<file path="config.mk">
export PLATFORM = sky130hd
export DESIGN_NAME = fios_res_collector
export DESIGN_NICKNAME = d
export VERILOG_FILES = /design/src/rtl/fios_pkg.sv /design/src/rtl/fios_res_buffer.sv /design/src/rtl/fios_res_collector.sv
export SDC_FILE = /design/constraint.sdc
export NUM_CORES = 1
export LEC_CHECK = 0
export ABC_CLOCK_PERIOD_IN_PS = 8300
export BUFFER_PORTS_ARGS = -buffer_cell sky130_fd_sc_hd__buf_2
export CORE_UTILIZATION = 60
export CTS_CLUSTER_SIZE = 28
export DETAILED_ROUTE_END_ITERATION = 12
export GPL_TIMING_DRIVEN = 0
export HOLD_SLACK_MARGIN = 0.02
export PLACE_DENSITY = 0.86
export SYNTH_ARGS = -nofsm -noshare
export SYNTH_HDL_FRONTEND = slang
export SYNTH_HIERARCHICAL = 1
export SYNTH_SLANG_ARGS = --single-unit
</file>
<file path="constraint.sdc">
create_clock -name clock_i -period 8.3 [get_ports clock_i]
set_input_delay 1.66 -clock clock_i [delete_from_list [all_inputs] [get_ports clock_i]]
set_output_delay 1.66 -clock clock_i [all_outputs]
set_load 0.03 [all_outputs]
</file>
<file path="src/rtl/fios_pkg.sv">
// ============================================================================
// Module  : fios_pkg
// Brief   : Shared defaults, write-FSM state encoding and index-width helper
//           for the FIOS result collector.
// Revision: 1.0 - initial release
// ============================================================================
`default_nettype none

package fios_pkg;

  localparam int S_DEF = 16;
  localparam int W_DEF = 17;

  typedef logic [0:0] wr_state_t;

  localparam wr_state_t ST_FILL  = 1'b0;
  localparam wr_state_t ST_STALL = 1'b1;

  // Never narrower than one bit, so a single-word configuration still elaborates.
  function automatic int idx_width(input int n);
    return (n > 1) ? $clog2(n) : 1;
  endfunction

endpackage

`default_nettype wire

</file>
<file path="src/rtl/fios_res_buffer.sv">
// ============================================================================
// Module  : fios_res_buffer
// Brief   : One S*W result buffer with word-indexed write and a full flag.
// Revision: 1.0 - initial release
// ============================================================================
`default_nettype none

module fios_res_buffer
  import fios_pkg::*;
#(
  parameter int S  = S_DEF,
  parameter int W  = W_DEF,
  parameter int IW = idx_width(S)
) (
  input  logic            clk,
  input  logic            rst_n,
  input  logic            i_wr_en,
  input  logic [IW-1:0]   i_wr_idx,
  input  logic [W-1:0]    i_wr_data,
  input  logic            i_set_full,
  input  logic            i_clr_full,
  output logic [S*W-1:0]  o_data,
  output logic            o_full
);

  logic [S*W-1:0] data_q, data_d;
  logic           full_q, full_d;

  always_comb begin
    data_d = data_q;
    for (int k = 0; k < S; k++) begin
      if (i_wr_en && (i_wr_idx == IW'(k))) begin
        data_d[k*W +: W] = i_wr_data;
      end
    end
  end

  always_comb begin
    full_d = full_q;
    if (i_clr_full) full_d = 1'b0;
    if (i_set_full) full_d = 1'b1;
  end

  // Storage is deliberately left unreset; the full flag alone qualifies it.
  always_ff @(posedge clk) begin
    data_q <= data_d;
  end

  always_ff @(posedge clk) begin
    if (!rst_n) full_q <= 1'b0;
    else        full_q <= full_d;
  end

  assign o_data = data_q;
  assign o_full = full_q;

endmodule

`default_nettype wire

</file>
<file path="src/rtl/fios_res_collector.sv">
// ============================================================================
// Module  : fios_res_collector
// Brief   : Assembles S result words from the last FIOS PE into one S*W
//           product through a ping-pong buffer with a valid/ready output.
//           Optional RES_COUNT_CHECK_EN adds done_i / count_err_o.
// Revision: 1.0 - initial release
// ============================================================================
`default_nettype none

module fios_res_collector
  import fios_pkg::*;
#(
  parameter int S = S_DEF,
  parameter int W = W_DEF
) (
  input  logic            clock_i,
  input  logic            reset_n_i,
  input  logic            res_push_i,
  input  logic [W-1:0]    res_word_i,
  output logic            res_valid_o,
  input  logic            res_ready_i,
  output logic [S*W-1:0]  res_o,
  output logic            busy_o,
  output logic            overflow_o
`ifdef RES_COUNT_CHECK_EN
  ,
  input  logic            done_i,
  output logic            count_err_o
`endif
);

  localparam int IW = idx_width(S);

  wr_state_t      state_q, state_d;
  logic           wr_sel_q, wr_sel_d;
  logic           rd_sel_q, rd_sel_d;
  logic [IW-1:0]  word_cnt_q, word_cnt_d;
  logic           overflow_q, overflow_d;

  logic [1:0]     w_full;
  logic [S*W-1:0] w_buf_data [2];
  logic [1:0]     w_wr_en, w_set_full, w_clr_full;
  logic           w_rd_valid, w_hs, w_push_acc, w_last;

  assign w_rd_valid = w_full[rd_sel_q];
  assign w_hs       = w_rd_valid & res_ready_i;
  assign w_push_acc = res_push_i & (state_q == ST_FILL);
  assign w_last     = w_push_acc & (word_cnt_q == IW'(S-1));

  always_comb begin
    w_wr_en    = '0;
    w_set_full = '0;
    w_clr_full = '0;
    w_wr_en[wr_sel_q]    = w_push_acc;
    w_set_full[wr_sel_q] = w_last;
    w_clr_full[rd_sel_q] = w_hs;
  end

  for (genvar gi = 0; gi < 2; gi++) begin : g_buf
    fios_res_buffer #(.S(S), .W(W), .IW(IW)) u_buf (
      .clk        (clock_i),
      .rst_n      (reset_n_i),
      .i_wr_en    (w_wr_en[gi]),
      .i_wr_idx   (word_cnt_q),
      .i_wr_data  (res_word_i),
      .i_set_full (w_set_full[gi]),
      .i_clr_full (w_clr_full[gi]),
      .o_data     (w_buf_data[gi]),
      .o_full     (w_full[gi])
    );
  end

  always_comb begin
    state_d    = state_q;
    wr_sel_d   = wr_sel_q;
    rd_sel_d   = rd_sel_q;
    word_cnt_d = word_cnt_q;
    overflow_d = overflow_q;

    if (w_push_acc) begin
      word_cnt_d = w_last ? '0 : word_cnt_q + IW'(1);
    end
    if (w_last) begin
      wr_sel_d = ~wr_sel_q;
    end
    if (w_hs) begin
      rd_sel_d = ~rd_sel_q;
    end

    case (state_q)
      ST_FILL: begin
        // Stall only if the buffer we switch to stays full past this edge.
        if (w_last && w_full[~wr_sel_q] && !(w_hs && (rd_sel_q == ~wr_sel_q))) begin
          state_d = ST_STALL;
        end
      end
      default: begin
        if (res_push_i) overflow_d = 1'b1;
        if (w_hs)       state_d    = ST_FILL;
      end
    endcase

`ifdef RES_COUNT_CHECK_EN
    if (done_i) word_cnt_d = '0;
`endif
  end

  always_ff @(posedge clock_i) begin
    if (!reset_n_i) begin
      state_q    <= ST_FILL;
      wr_sel_q   <= 1'b0;
      rd_sel_q   <= 1'b0;
      word_cnt_q <= '0;
      overflow_q <= 1'b0;
    end else begin
      state_q    <= state_d;
      wr_sel_q   <= wr_sel_d;
      rd_sel_q   <= rd_sel_d;
      word_cnt_q <= word_cnt_d;
      overflow_q <= overflow_d;
    end
  end

`ifdef RES_COUNT_CHECK_EN
  logic count_err_q, count_err_d;
  logic [IW-1:0] w_cnt_after_push;

  always_comb begin
    w_cnt_after_push = word_cnt_q;
    if (w_push_acc) w_cnt_after_push = w_last ? '0 : word_cnt_q + IW'(1);
    count_err_d = count_err_q;
    if (done_i && (w_cnt_after_push != '0)) count_err_d = 1'b1;
  end

  always_ff @(posedge clock_i) begin
    if (!reset_n_i) count_err_q <= 1'b0;
    else            count_err_q <= count_err_d;
  end

  assign count_err_o = count_err_q;
`endif

  assign res_valid_o = w_rd_valid;
  assign res_o       = w_rd_valid ? w_buf_data[rd_sel_q] : '0;
  assign busy_o      = (word_cnt_q != '0);
  assign overflow_o  = overflow_q;

endmodule

`default_nettype wire
</file>
==> metrics.txt, run 1 <==
Vias/cell=5.644; Port-buffer cells=295; max-cap violations=0; std cell rows=68; Area growth, synth to finish=18.77%; Die H=roughly 190 um; worst vdd ir=0.2105 mV; clock tree buffer depth=3; placeable core area=about 35000 um^2; final setup fails=0; status=finished clean; Initial Utilization=between 60% and 70%; pin count of the biggest net entering global routing=33; Cells after Synth=1269; CP Cell Sequence=buf_4, nand2_1, o21a_1, buf_6, buf_6, nor2_1, buf_2; drc violations=0; Max stage delay on crit path=0.31 ns; Syn. warnings=6; area of the mapped netlist=roughly 21000 um^2; met1 global-route usage=between 30 and 40%; WP data arrival=2.16 ns; endpoint class of the critical path=primary output; Worst setup SP type=register; busiest layer in global routing=met2; Max Fclk=261.9 MHz; # hold bufs at CTS=0; layout cells sized above 1=28.72%; Worst-Skew Late Latency=roughly 0.56 ns; minimum clock period=3.818 ns; Data required, critical path=6.64 ns; GRT overflow=0; utilization after layout=about three quarters; H-Tree Depth=2; sequential fraction of the synthesis area=just under 80%; via count=about 12000; drt pass-1 iters=5; GPL Wtd Cong=0.7745; Tightest Hold Check Type=reg2reg; first-pass GRT wire length=around 70000 um; CP most frequent cell=buf_6; Pwr Total=~5.4 mW; FF+latch count, synth=554; vias in the first global route=roughly 12000; Tot GR Track Use=roughly a quarter; Avg Inst Size Synth=16.92 um^2; CTS tree=built; P_leak=8.949 nW; Synth cell types=31; clk slew on worst S/H paths=around 0.060 ns; Hold Violations, Final=0; final worst-path cycle share=between 40% and 50%; I/O Pins=approximately 300; slowest stage cell, crit path=dfxtp_1; EDFF count, synth=544; Synth Flop Type=edfxtp_1; cell depth of the worst flop-to-flop path=7; placed inst area=23930 um^2; met3 usage=under 10%; power per cell area=211.2 nW/um^2; crit-path max FO=10; HPWL Detailed=about 30000 um; unrepaired setup endpoints after global routing=no; total wire length=48790 um; pin slew with the least headroom to its limit=1.042 ns; DRT iter0 DRCs=approximately 1100; hold path cells=2; setup_tns=0 ns; initial antenna violation count=2; Inserted Clock Buffers=51; CTS resizes=0; clk_skew=0.01140 ns; Placed Cells=2047; Yosys top cell by area=edfxtp_1; syn_nets=1292; ANT nets after route=0; grt met2 use=a little over two fifths; setup repair bufs after CTS=0; largest cells by area after synthesis=edfxtp_1, mux2i_1, nor2_1; FFs w/ async S/R, synth=0%; Nets=about 1700; Cell Count, Final, Fillers Out=around 2100; width of the die=191.2 um; kind of critical path=reg2out; clock tree sinks=554; wire per inst=22.79 um; Max-slew headroom=a little under a third; CTS root buf=clkbuf_16; post-synth top area share=76.08%; Final Max Slew Viols=0; design area=approximately 26000 um^2; Die ar.=36540 um^2
==> metrics by stage <==
stage | hold WS, ns | worst slack [ns]
CTS | 0.4781 | 4.475
floorplan | 0.5206 | 3.996
detailed placement | 0.4571 | 4.302
finish | 0.4796 | 4.482
global route | 0.5339 | 4.371
global placement | 0.4541 | 2.827
==> report_power, final <==
group	switching, mW	total [mW]	internal (mW)
clock	0.948	2.20	1.25
sequential	0.00479	3.09	3.09
combinational	0.0819	0.0969	0.0150
==> Yosys cell counts, drive strengths merged, types with 4 or more instances <==
library cell,count
a21oi,4
buf,64
clkbuf,4
dfxtp,10
edfxtp,544
inv,8
mux2i,274
nand2,8
nand2b,7
nand3,4
nand3b,5
nor2,295
nor3,15
nor4,4
o21a,5
==> flip-flops by register name, summed over array words and instances (netlist names) <==
register,flops
word_cnt_q,4
rd_sel_q,1
g_buf.u_buf/o_data,544
wr_sel_q,1
g_buf.u_buf/o_full,2
state_q,1
overflow_o,1
==> critical path, delay by kind of cell, from the launching register on <==
family,cells,cell delay (ns)
buffers and inverters,4,0.78
AND/OR/NAND/NOR,2,0.33
flip-flops,1,0.31
AO/OA/AOI/OAI,1,0.18
==> cell families after synthesis <==
family,after synthesis,synth area share (%)
compound gates,14,0.4080
xor+xnor,1,0.04080
simple gates,347,6.562
mux,275,12.83
buf+inv,76,3.030
fa+ha+maj,2,0.1165
flops,554,77.02
==> placed cells by master, fill, tap and decap left out, drive strengths merged, types with 4 or more instances in the layout <==
master and count:
edfxtp 544, buf 387, nor2 295, mux2i 274
clkbuf 67, clkinv 24, nor3 15, dfxtp 10
inv 9, nand2 8, nand2b 7, o21a 5
nand3b 5, nand3 4, a21oi 4, bufinv 4
nor4 4
==> per-layer routing <==
layer | wire length (um) | vias up
li1 | - | 5434
met4 | 1326 | 2
met1 | 19560 | 5948
met3 | 4042 | 91
met5 | 8 | -
met2 | 23850 | 608
==> worst paths after layout <==
path                      startpoint                                   end  slack (ns)
max            rd_sel_q$_SDFFE_PN0P_                             res_o[62]        4.48
min          overflow_o$_SDFFE_PN0P_               overflow_o$_SDFFE_PN0P_        0.48
max reg2reg       state_q$_SDFF_PN0_  g_buf[1].u_buf/o_data[227]$_DFFE_PP_        5.75
min reg2reg  overflow_o$_SDFFE_PN0P_               overflow_o$_SDFFE_PN0P_        0.48
==> final cells by class <==
| type | count | area [um^2] |
|---|---|---|
| Antenna cell | 1 | 2.502 |
| Buffer | 68 | 620.6 |
| Clock buffer | 63 | 1321 |
| Clock inverter | 30 | 237.7 |
| Fill cell | 2101 | 9383 |
| Inverter | 8 | 30.03 |
| Multi-Input combinational cell | 639 | 4399 |
| Sequential cell | 554 | 16540 |
| Tap cell | 455 | 569.3 |
| Timing Repair Buffer | 323 | 1784 |
(Power assumes the default switching activity.)
==> run 2, diff against run 1 <==
--- a/config.mk
+++ b/config.mk
@@ -5,14 +5,14 @@
 export SDC_FILE = /design/constraint.sdc
 export NUM_CORES = 1
 export LEC_CHECK = 0
-export ABC_CLOCK_PERIOD_IN_PS = 8300
+export ABC_CLOCK_PERIOD_IN_PS = 3590
 export BUFFER_PORTS_ARGS = -buffer_cell sky130_fd_sc_hd__buf_2
-export CORE_UTILIZATION = 60
+export CORE_UTILIZATION = 57
 export CTS_CLUSTER_SIZE = 28
 export DETAILED_ROUTE_END_ITERATION = 12
 export GPL_TIMING_DRIVEN = 0
 export HOLD_SLACK_MARGIN = 0.02
-export PLACE_DENSITY = 0.86
+export PLACE_DENSITY = 0.82
 export SYNTH_ARGS = -nofsm -noshare
 export SYNTH_HDL_FRONTEND = slang
 export SYNTH_HIERARCHICAL = 1
==> constraint.sdc (replaced) <==
create_clock -name clock_i -period 3.59 [get_ports clock_i]
set_input_delay 0.718 -clock clock_i [delete_from_list [all_inputs] [get_ports clock_i]]
set_output_delay 0.718 -clock clock_i [all_outputs]
set_load 0.03 [all_outputs]
==> metrics.txt, run 2 (same netlist as run 1, synthesis figures left out) <==
status=finished clean; power per cell area=a little under 500 nW/um^2; GRT overflow=0; Hold Violations, Final=0; max FFs per register=544; design area=25710 um^2; clock tree buffer depth=3; clk_skew=0.009520 ns; Final Max Slew Viols=0; GPL Wtd Cong=slightly below 0.8; CTS tree=built; cell depth of the worst flop-to-flop path=7; max-cap violations=0; I/O Pins=296; CP Cell Sequence=inv_1, o21a_1, buf_6, buf_6, nor2_1, buf_2; most frequent cells in the layout=edfxtp_1, buf_2, nor2_1; clock tree sinks=554; Inserted Clock Buffers=53; via count=12020; vias in the first global route=11780; Hold Crit Start=res_ready_i; H-Tree Depth=2; Worst-Skew Late Latency=0.57 ns; Die H=196.1 um; reg-to-reg slack, setup=1.07 ns; crit-path max FO=10; WP data arrival=2.19 ns; Port-buffer cells=295; final worst-path cycle share=roughly four fifths; layout cells sized above 1=29.23%; worst vdd ir=0.4698 mV; delay-heaviest family, CP=buffers and inverters; Vias/cell=5.475; drc violations=0; ANT nets after route=0; HPWL Detailed=30350 um; pin slew with the least headroom to its limit=1.001 ns; initial antenna violation count=3; placed inst area=24020 um^2; endpoint class of the critical path=primary output; Initial Utilization=58.23%; CTS root buf=clkbuf_16; hold path cells=2; DRT iter0 DRCs=969; clk slew on worst S/H paths=0.06 ns; Worst setup SP type=register; Tot GR Track Use=25.89%; pin count of the biggest net entering global routing=33; unrepaired setup endpoints after global routing=no; kind of critical path=reg2out; setup repair bufs after CTS=0; FF-to-FF End=g_buf[0].u_buf/o_data[93]$_DFFE_PP_; Buf/Inv on CP=4; # hold bufs at CTS=0; most common cell after layout, fill and taps aside=edfxtp_1; minimum clock period=2.904 ns; CTS resizes=0; total wire length=49770 um; Nets=1672; CP most frequent cell=buf_6; std cell rows=70; wire per inst=22.66 um; placeable core area=~37000 um^2; slowest stage cell, crit path=dfxtp_1; Data required, critical path=2.87 ns; Die ar.=38450 um^2; Max Fclk=344.4 MHz; Area growth, synth to finish=19.76%; Max-slew headroom=between 30 and 40%; first-pass GRT wire length=72120 um; Fill cells=around 2400; P_leak=9.030 nW; drt pass-1 iters=5; worst hold endpoint=state_q$_SDFF_PN0_; width of the die=196.1 um; RR Startpoint=state_q$_SDFF_PN0_; setup_tns=0 ns; Max stage delay on crit path=about 0.4 ns; Tightest Hold Check Type=in2reg; final setup fails=0
==> run 2: changes by cell type in the layout (fill, tap and decap cells not counted), sizes merged <==
cell    delta
clkinv     -1
buf        +2
clkbuf     +3
diode      +1
bufinv     +1
==> run 2: layout make-up <==
| class | count | area (um^2) | area share, % |
|---|---|---|---|
| clock inverter | 30 | 266.5 | 1.036 |
| tap | 504 | 630.6 | 2.453 |
| buffer | 68 | 620.6 | 2.414 |
| timing repair buffer | 325 | 1807 | 7.027 |
| sequential | 554 | 16540 | 64.31 |
| antenna | 2 | 5.005 | 0.01946 |
| clock buffer | 66 | 1418 | 5.513 |
| inverter | 8 | 30.03 | 0.1168 |
| multi-input combinational | 639 | 4399 | 17.11 |
==> run 2: metal layers <==
layer	vias up	track usage (%)	wire, um
li1	5446	-	-
met1	5981	35.37	20510
met2	502	42.56	24270
met3	92	4.934	3690
met4	2	7.986	1275
met5	-	0	12
==> run 2: metrics by stage <==
stage | cells | util, % | worst slack (ns) | hold slack, ns | power [mW]
2_1_floorplan | 1269 | - | 0.2277 | 0.5206 | 7.330
3_3_place_gp | 2068 | 63.94 | -1.080 | 0.4549 | 7.487
3_5_place_dp | 2098 | 65.15 | 0.6703 | 0.4687 | 7.511
4_1_cts | 2194 | 69.72 | 0.6986 | 0.3552 | 12.83
5_1_grt | 2194 | 69.72 | 0.6129 | 0.3695 | 13.09
6_report | 2196 | 69.73 | 0.6860 | 0.3759 | 12.76
==> run 2: worst register-to-register path, cell delays in order, from the launching register on <==
cell      delay, ns
dfxtp_1        0.35
nand2b_4       0.16
buf_6          0.13
nor2_1         0.19
nand2b_1       0.08
clkbuf_1       0.27
nor3_2         0.79
buf_6          0.25
==> run 2: how the worst max path moves through the flow <==
| stage | start | to | slack, ns | cells after the start |
|---|---|---|---|---|
| 6_report | g_buf[0].u_buf/o_full$_SDFFE_PN0P_ | res_o[174] | 0.69 | 6 |
| 5_1_grt | rd_sel_q$_SDFFE_PN0P_ | res_o[174] | 0.61 | 7 |
| 4_1_cts | g_buf[0].u_buf/o_full$_SDFFE_PN0P_ | res_o[174] | 0.70 | 6 |
| 3_5_place_dp | res_push_i | g_buf[1].u_buf/o_data[232]$_DFFE_PP_ | 0.67 | 8 |
| 3_3_place_gp | res_push_i | g_buf[0].u_buf/o_data[11]$_DFFE_PP_ | -1.08 | 7 |
| 2_1_floorplan | res_push_i | g_buf[1].u_buf/o_data[0]$_DFFE_PP_ | 0.23 | 6 |
==> run 2: report_power, final <==
group | switching, mW | internal (mW)
Sequential | 0.0105 | 7.13
Clock | 2.25 | 3.14
Combinational | 0.194 | 0.0347
